<file path="src/rtl/rr_sel8_arbiter_pkg.sv">
// Shared types and sizes for the 8-way round-robin select arbiter.
package rr_sel8_arbiter_pkg;

  localparam int unsigned NREQ       = 8;
  localparam int unsigned SEL_W      = 3;
  localparam int unsigned BURST_W    = 3;
  localparam int unsigned DATA_W_DEF = 5;

  typedef enum logic {
    ST_IDLE = 1'b0,
    ST_BUSY = 1'b1
  } state_e;

endpackage

</file>
<file path="src/rtl/rr_sel8_arbiter_if.sv">
// Requester/consumer bus of the arbiter: request words in, one selected word out on valid/ready.
interface rr_sel8_arbiter_if
  import rr_sel8_arbiter_pkg::*;
#(
  parameter int unsigned DATA_W = DATA_W_DEF
);
  logic [NREQ-1:0]        req;
  logic [NREQ*DATA_W-1:0] data_in;
  logic                   out_ready;
  logic                   out_valid;
  logic [DATA_W-1:0]      out_data;
  logic                   s0;
  logic                   s1;
  logic                   s2;
  logic [NREQ-1:0]        grant;
  logic [NREQ-1:0]        ack;

  modport master (
    output req, data_in, out_ready,
    input  out_valid, out_data, s0, s1, s2, grant, ack
  );

  modport slave (
    input  req, data_in, out_ready,
    output out_valid, out_data, s0, s1, s2, grant, ack
  );
endinterface

</file>
<file path="src/rtl/rr_sel8_arbiter_pick8.sv">
// Combinational rotating priority pick: first set request at or after start, modulo 8.
module rr_pick8
  import rr_sel8_arbiter_pkg::*;
(
  input  logic [NREQ-1:0]  req,
  input  logic [SEL_W-1:0] start,
  output logic             found,
  output logic [SEL_W-1:0] idx
);
  logic [SEL_W-1:0] cand;

  // Scan farthest-first so the closest set bit to start is the last to overwrite idx.
  always_comb begin
    found = 1'b0;
    idx   = '0;
    cand  = '0;
    for (int k = NREQ - 1; k >= 0; k--) begin
      cand = start + SEL_W'(k);
      if (req[cand]) begin
        found = 1'b1;
        idx   = cand;
      end
    end
  end
endmodule

</file>
<file path="src/rtl/rr_sel8_arbiter.sv">
// 8-way round-robin arbiter with bounded bursts; captures the winner's word and offers it on valid/ready.
module rr_sel8_arbiter
  import rr_sel8_arbiter_pkg::*;
#(
  parameter int unsigned DATA_W   = DATA_W_DEF,
  parameter int unsigned HOLD_MAX = 4
)(
  input  logic                clk,
  input  logic                rst_n,
  rr_sel8_arbiter_if.slave    bus
);
  state_e             state_q, state_d;
  logic [SEL_W-1:0]   last_q, last_d;
  logic [SEL_W-1:0]   ptr_q, ptr_d;
  logic [BURST_W-1:0] burst_q, burst_d;
  logic [NREQ-1:0]    grant_q, grant_d;
  logic [SEL_W-1:0]   sel_q, sel_d;
  logic               valid_q, valid_d;
  logic [DATA_W-1:0]  data_q, data_d;

  logic               pick_found;
  logic [SEL_W-1:0]   pick_idx;
  logic               hold;
  logic [SEL_W-1:0]   win;

  rr_pick8 u_pick (
    .req   (bus.req),
    .start (ptr_q),
    .found (pick_found),
    .idx   (pick_idx)
  );

  // The previous winner may keep the bus only while its burst is running and below the cap.
  assign hold = bus.req[last_q] && (burst_q != '0) && (burst_q < BURST_W'(HOLD_MAX));
  assign win  = hold ? last_q : pick_idx;

  always_comb begin
    state_d = state_q;
    last_d  = last_q;
    ptr_d   = ptr_q;
    burst_d = burst_q;
    grant_d = grant_q;
    sel_d   = sel_q;
    valid_d = valid_q;
    data_d  = data_q;
    case (state_q)
      ST_IDLE: begin
        if (pick_found) begin
          state_d = ST_BUSY;
          burst_d = hold ? BURST_W'(burst_q + BURST_W'(1)) : BURST_W'(1);
          last_d  = win;
          ptr_d   = SEL_W'(win + SEL_W'(1));
          grant_d = NREQ'(1) << win;
          sel_d   = win;
          data_d  = bus.data_in[int'(win) * DATA_W +: DATA_W];
          valid_d = 1'b1;
        end
      end
      ST_BUSY: begin
        if (bus.out_ready) begin
          state_d = ST_IDLE;
          grant_d = '0;
          valid_d = 1'b0;
        end
      end
      default: state_d = ST_IDLE;
    endcase
  end

  always_ff @(posedge clk) begin
    if (!rst_n) begin
      state_q <= ST_IDLE;
      last_q  <= '0;
      ptr_q   <= '0;
      burst_q <= '0;
      grant_q <= '0;
      sel_q   <= '0;
      valid_q <= 1'b0;
      data_q  <= '0;
    end else begin
      state_q <= state_d;
      last_q  <= last_d;
      ptr_q   <= ptr_d;
      burst_q <= burst_d;
      grant_q <= grant_d;
      sel_q   <= sel_d;
      valid_q <= valid_d;
      data_q  <= data_d;
    end
  end

  assign bus.grant     = grant_q;
  assign bus.out_valid = valid_q;
  assign bus.out_data  = data_q;
  assign {bus.s2, bus.s1, bus.s0} = sel_q;
  // Ack is a same-cycle decode of the accepted transfer.
  assign bus.ack = grant_q & {NREQ{valid_q & bus.out_ready}};
endmodule

</file>
<file path="src/flat_wrapper.sv">
// flat-port wrapper written by rule: the top's interface ports become plain ports
module rr_sel8_arbiter_flat import rr_sel8_arbiter_pkg::*;
#(
  parameter int unsigned DATA_W   = DATA_W_DEF,
  parameter int unsigned HOLD_MAX = 4
)
  (clk, rst_n, bus_req, bus_data_in, bus_out_ready, bus_out_valid, bus_out_data, bus_s0, bus_s1, bus_s2, bus_grant, bus_ack);
  rr_sel8_arbiter_if #(.DATA_W(DATA_W)) bus_i ();
  input  logic clk;
  input  logic rst_n;
  input wire logic [$bits(bus_i.req)-1:0] bus_req;
  input wire logic [$bits(bus_i.data_in)-1:0] bus_data_in;
  input wire logic [$bits(bus_i.out_ready)-1:0] bus_out_ready;
  output wire logic [$bits(bus_i.out_valid)-1:0] bus_out_valid;
  output wire logic [$bits(bus_i.out_data)-1:0] bus_out_data;
  output wire logic [$bits(bus_i.s0)-1:0] bus_s0;
  output wire logic [$bits(bus_i.s1)-1:0] bus_s1;
  output wire logic [$bits(bus_i.s2)-1:0] bus_s2;
  output wire logic [$bits(bus_i.grant)-1:0] bus_grant;
  output wire logic [$bits(bus_i.ack)-1:0] bus_ack;
  assign bus_i.req = bus_req;
  assign bus_i.data_in = bus_data_in;
  assign bus_i.out_ready = bus_out_ready;
  assign bus_out_valid = bus_i.out_valid;
  assign bus_out_data = bus_i.out_data;
  assign bus_s0 = bus_i.s0;
  assign bus_s1 = bus_i.s1;
  assign bus_s2 = bus_i.s2;
  assign bus_grant = bus_i.grant;
  assign bus_ack = bus_i.ack;
  rr_sel8_arbiter #(.DATA_W(DATA_W), .HOLD_MAX(HOLD_MAX)) u_core (.clk(clk), .rst_n(rst_n), .bus(bus_i));
endmodule
</file>
<file path="config.mk">
export PLATFORM = sky130hd
export DESIGN_NAME = rr_sel8_arbiter_flat
export DESIGN_NICKNAME = d
export VERILOG_FILES = /design/src/rtl/rr_sel8_arbiter_pkg.sv /design/src/rtl/rr_sel8_arbiter_if.sv /design/src/rtl/rr_sel8_arbiter_pick8.sv /design/src/rtl/rr_sel8_arbiter.sv /design/src/flat_wrapper.sv
export SDC_FILE = /design/constraint.sdc
export NUM_CORES = 1
export LEC_CHECK = 0
export BUFFER_PORTS_ARGS = -buffer_cell sky130_fd_sc_hd__buf_2
export CAP_MARGIN = 20
export CORE_AREA = 4 4 80 82
export DETAILED_ROUTE_END_ITERATION = 8
export DIE_AREA = 0 0 84 86
export PLACE_DENSITY = 0.74
export REMOVE_ABC_BUFFERS = 1
export SLEW_MARGIN = 20
export SYNTH_ARGS = -nofsm -noshare
export SYNTH_HDL_FRONTEND = slang
export SYNTH_SLANG_ARGS = --single-unit
</file>
<file path="constraint.sdc">
create_clock -name clk -period 4.77 [get_ports clk]
set_input_delay 0.2385 -clock clk [delete_from_list [all_inputs] [get_ports clk]]
set_output_delay 0.2385 -clock clk [all_outputs]
set_load 0.01 [all_outputs]
</file>
==> results.cfg, run 1 <==
[status]
status = finished clean

[pwr]
peakVddDrop_mv = 0.3665
cellLeakagePower_nw = 1.318
intPower_mw = 1.072
power.share.clock_pct = 8.5
power.total_mw = 2.120
p_switching_mw = 1.048
power-per-cell-area_mw_per_mm2 = 723.9
power_frac_comb_pct = 76.6
p_seq_share_pct = 14.8
p_sw_share_pct = 49.42

[clock_tree]
clk_pin_slew_worst_paths_ps = 90
cts_tree = yes
postCtsHoldBufs = 0
cts_buffers = 3
cts_resized = 0
clockRootBuffer = clkbuf_8
clkSinkCount = 24
cts_htree_levels = 1
clk-insertion-delay-late_ps = 270
cts_buffer_depth = 2
cts_setup_buffers = 0

[final_layout]
diodes = 0
area_growth_pct = 18.48
drive_gt1_share_pct = 33.72
fin_nets = 401
final_area_sq_mm = 0.002928
fin_util_pct = 50.96

[worst_setup_path]
reg2reg_slack_ps = 810
arrival_ps = 4110
reg2reg_depth = 12
crit_start = u_core.ptr_q[1]
timing.rr.start = u_core.ptr_q[1]
start_kind = flip-flop
required_ps = 4920
worst-path-max-fanout = 33
worstReg2RegEnd = u_core.bus.out_data[4]
cp-end-kind = flip-flop
critical_path_class = flip-flop to flip-flop

[timing]
period_share_pct = 83.07
maxSlewViolCount = 0
fin_ws_ps = 807.5
period_minus_slack_ps = 3962
worst_pin_slew_ps = 704.9
fin_worst_skew_ps = 5.107
fin_setup_tns_ps = 0
setup_violations = 0
grt_setup_unrepaired = false
fmax_ghz = 0.2524
relSlewSlack_pct = 52.65
hold_viol_final = 0

[synth]
synth_warnings = 0
syn_area_sq_mm = 0.002471
yosysUniqueCellTypes = 55
synth_top_area_share_pct = 19.44
synth-seq-area-share_pct = 19.44
synth_area_leader_cell = dfxtp_1
async_reset_ff_share_pct = 0
synth_most_common_cell = nand2_1
synthFlopType = dfxtp_1
synthTopCellsByArea = dfxtp_1 19%, mux4_2 10%, mux2i_1 6.5%
ys_ff_latch = 24
netlist_instances = 277
synth_edf_count = 0
avgSynthCellArea_sq_um = 8.921
ys_top_cells_by_count = 26 x nand2_1, 24 x dfxtp_1, 21 x nor2_1

[worst_hold_path]
hold_path_end = u_core.bus.out_data[4]
hold_class = input port to flip-flop
holdCritStartpoint = bus_data_in[29]
hold_path_depth = 4

[placed_design]
io_buffers = 75
place_area_sq_mm = 0.002856
gp_congestion = 0.9233
hpwl_microns = 5283
dp_slack_ps = 888.4

[grt]
grt_pass1_vias = 2416
grt_max_degree = 34
grt_usage_pct = 19.05
grt_overflow = 0
grt_pass1_wl_microns = 11620
antenna_found_initial = 0

[floorplan]
initial_utilization_pct = 43.01
chipWidth_microns = 84
io_pins = 76
num_rows = 28
fp.dieArea_sq_mm = 0.007224
chipHeight_microns = 86
coreArea_sq_mm = 0.005746

[drt]
drtIter0Drc = 165
dr_total_vias = 2569
first_pass_iters = 5
drc = 0
routedWlPerCell_microns = 16.91
ant_nets = 0
drt_wl_total_microns = 7085
via_per_inst = 6.131

[run]
cap_violations = 0
[cells by family (layout without fill, tap and decap cells)]
| kind of cell | after synthesis | in the layout | synth area share (%) |
|---|---|---|---|
| muxes | 44 | 44 | 25.77 |
| and+or+nand+nor | 85 | 85 | 16.05 |
| xor gates and xnor gates | 4 | 4 | 1.722 |
| adders and majority gates | 5 | 5 | 2.532 |
| buffers and inverters | 27 | 94 | 6.430 |
| DFF | 24 | 24 | 19.44 |
| AOI/OAI and AO/OA | 88 | 88 | 28.05 |
[cells in the final DEF, fill, tap and decap left out, types with 4 or more instances in the layout]
cell and count:
o211ai_2 5, mux4_2 11, mux2_2 7, o211ai_1 4, buf_4 5, and3_1 8
nor3_1 6, dfxtp_1 24, mux2_1 6, mux2i_1 16, nor2_1 21, nand3_1 11
a221o_1 10, ha_1 5, o21ai_0 6, a211o_1 12, buf_2 75, inv_1 8
a21oi_1 19, a32oi_1 6, nand2_1 26, a22oi_1 7
[power groups by stage]
stage	combinational, mW	clock [mW]	sequential (mW)
2_1_floorplan	1.17	0	0.360
6_report	1.62	0.181	0.314
3_5_place_dp	1.60	0	0.319
4_1_cts	1.61	0.182	0.315
5_1_grt	1.77	0.190	0.325
3_3_place_gp	1.57	0	0.318
[area by class of cell]
type                    count  area (sq um)
fillers                   567          2818
multi-input cells         226          1832
flip-flops and latches     24         480.5
repair buffers             80         412.9
well taps                  75         93.84
clock buffers               3         41.29
inverters                  10         37.54
clock inverters             1         30.03
[routing by layer]
metal	vias up	global-route usage, %	wire length, microns
li1	1214	-	-
met1	1204	25.03	3044
met2	133	31.74	3319
met3	18	3.842	589
met4	0	5.702	131
met5	-	0	0
[worst max-delay path by stage]
stage	depth (start not counted)	slack, ps	to
final	12	810	u_core.bus.out_data[4]
after global routing	12	590	u_core.bus.out_data[4]
after CTS	12	850	u_core.bus.out_data[4]
after detailed placement	12	890	u_core.bus.out_data[3]
after global placement	12	1080	u_core.bus.out_data[3]
after floorplan	11	300	u_core.bus.out_data[2]
[per-stage QoR]
| step | hold WS [ps] | std cells |
|---|---|---|
| 6_report | 302.2 | 419 |
| 5_1_grt | 310.7 | 419 |
| 4_1_cts | 301.4 | 419 |
| 3_5_place_dp | 450.8 | 415 |
| 3_3_place_gp | 442.1 | 415 |
| 2_1_floorplan | 371.9 | 260 |
[worst max-delay path: stages (launching register included)]
cell      delay (ps)
dfxtp_1          340
inv_1             90
ha_1             580
mux4_1           480
mux2_4           350
or2_0            250
or3_1            370
a31oi_2          180
o21a_1           150
buf_4            330
mux2_2           380
a32oi_1          230
o211ai_2         100
[state kept, by name, summed over array words and instances (netlist names)]
name,count
u_core.state_q,1
u_core.last_q,3
u_core.burst_q,3
u_core.bus.grant,8
u_core.ptr_q,3
u_core.bus.out_valid,1
u_core.bus.out_data,5
Note: power is estimated with default switching activity, not from simulation.
==> run 2: changes to the inputs <==
- clock period: 4.77 -> 3.91 ns (I/O delays scaled with it)
==> results.cfg, run 2 (synthesis gave the netlist of run 1 again) <==
[clock_tree]
cts_buffer_depth = 2
cts_resized = 0
clk-insertion-delay-late_ps = 270
postCtsHoldBufs = 0
clk_pin_slew_worst_paths_ps = 90
cts_htree_levels = 1
clkSinkCount = 24
cts_setup_buffers = 0
cts_tree = yes
clockRootBuffer = clkbuf_8
cts_buffers = 3

[timing]
period_share_pct = 93.47
grt_setup_unrepaired = false
worst_pin_slew_ps = 645.6
fin_worst_skew_ps = 2.336
maxSlewViolCount = 0
fmax_ghz = 0.2736
fin_ws_ps = 255.3
hold_viol_final = 0
setup_violations = 0
relSlewSlack_pct = 55.73
period_minus_slack_ps = 3655

[pwr]
p_seq_share_pct = 14.2
intPower_mw = 1.381
p_sw_share_pct = 48.60
p_switching_mw = 1.306
power-per-cell-area_mw_per_mm2 = 897.1
peakVddDrop_mv = 0.6992
cellLeakagePower_nw = 1.363
power_frac_comb_pct = 77.5
power.share.clock_pct = 8.3

[final_layout]
final_area_sq_mm = 0.002995
final_common_cell = buf_2
layout_common_cells = 75 x buf_2, 26 x nand2_1, 24 x dfxtp_1
largest_register_ffs = 8
diodes = 0
drive_gt1_share_pct = 35.41
fin_nets = 410
area_growth_pct = 21.22

[floorplan]
chipHeight_microns = 86
num_rows = 28
initial_utilization_pct = 43.01
chipWidth_microns = 84
io_pins = 76
fp.dieArea_sq_mm = 0.007224
coreArea_sq_mm = 0.005746

[worst_setup_path]
worst-path-max-fanout = 17
required_ps = 4070
cp-end-kind = flip-flop
start_kind = flip-flop
arrival_ps = 3810
critical_path_class = flip-flop to flip-flop

[drt]
ant_nets = 0
drt_wl_total_microns = 7217
first_pass_iters = 4
routedWlPerCell_microns = 16.86
dr_total_vias = 2632
via_per_inst = 6.150
drtIter0Drc = 128
drc = 0

[placed_design]
dp_slack_ps = 311.9
place_area_sq_mm = 0.002924
io_buffers = 75
hpwl_microns = 5506
gp_congestion = 0.9633

[grt]
grt_max_degree = 20
antenna_found_initial = 0
grt_pass1_vias = 2542
grt_overflow = 0
grt_usage_pct = 19.74
grt_pass1_wl_microns = 12020

[status]
status = finished clean

[worst_hold_path]
hold_class = input port to flip-flop

[run]
cap_violations = 0
==> run 2: changes by cell type in the layout (fill, tap and decap cells not counted) <==
cell | previous run | this run
buf_4 | 5 | 14
==> run 2: final timing paths <==
kind,endpoint,cells past startpoint,start,slack [ps]
max,u_core.bus.out_data[3],13,u_core.ptr_q[0],260
min,u_core.bus.out_data[4],4,bus_data_in[29],250
max reg2reg,u_core.bus.out_data[3],13,u_core.ptr_q[0],260
min reg2reg,u_core.burst_q[2],2,u_core.burst_q[2],460
==> run 2: metal layers <==
metal | vias to the layer above | wire length [microns] | share of wire [%] | track usage [%]
met5 | - | 0 | 0 | 0
met4 | 0 | 102 | 1.4 | 4.825
met3 | 13 | 711 | 9.9 | 3.746
met2 | 137 | 3479 | 48 | 35.50
met1 | 1248 | 2924 | 41 | 24.37
li1 | 1234 | - | - | -
==> run 2: layout make-up <==
| cell class | instances | area [sq um] |
|---|---|---|
| flip-flops and latches | 24 | 480.5 |
| clock inverters | 1 | 30.03 |
| clock buffers | 3 | 41.29 |
| inverters | 10 | 37.54 |
| well taps | 75 | 93.84 |
| repair buffers | 89 | 480.5 |
| multi-input cells | 226 | 1832 |
| fillers | 561 | 2750 |
==> run 2: worst max-delay path, stage by stage, from the launching register on <==
cell and delay [ps]:
dfxtp_1 390, inv_2 100, ha_1 380, buf_4 210, mux2i_1 320, mux2i_1 150
o221a_2 310, or3_1 390, a31oi_2 180, o21a_1 170, buf_4 230, mux2_2 370
a32oi_1 240, o211ai_2 100
==> run 2: per-stage QoR <==
step | TNS [ps] | total power [mW] | utilization [%] | std cells | hold WS (ps)
finish | 0 | 2.687 | 52.13 | 428 | 248.6
global placement | 0 | 2.401 | 50.89 | 424 | 441.3
CTS | 0 | 2.677 | 52.13 | 428 | 250.0
detailed placement | 0 | 2.445 | 50.89 | 424 | 449.2
global route | 0 | 2.892 | 52.13 | 428 | 261.7
floorplan | -3517 | 1.866 | - | 260 | 328.9
==> run 2: power by group through the flow <==
stage | clock network, mW | logic, mW | registers [mW]
floorplan | 0 | 1.43 | 0.439
finish | 0.223 | 2.08 | 0.382
global placement | 0 | 2.02 | 0.384
CTS | 0.225 | 2.07 | 0.381
global route | 0.233 | 2.27 | 0.392
detailed placement | 0 | 2.06 | 0.385
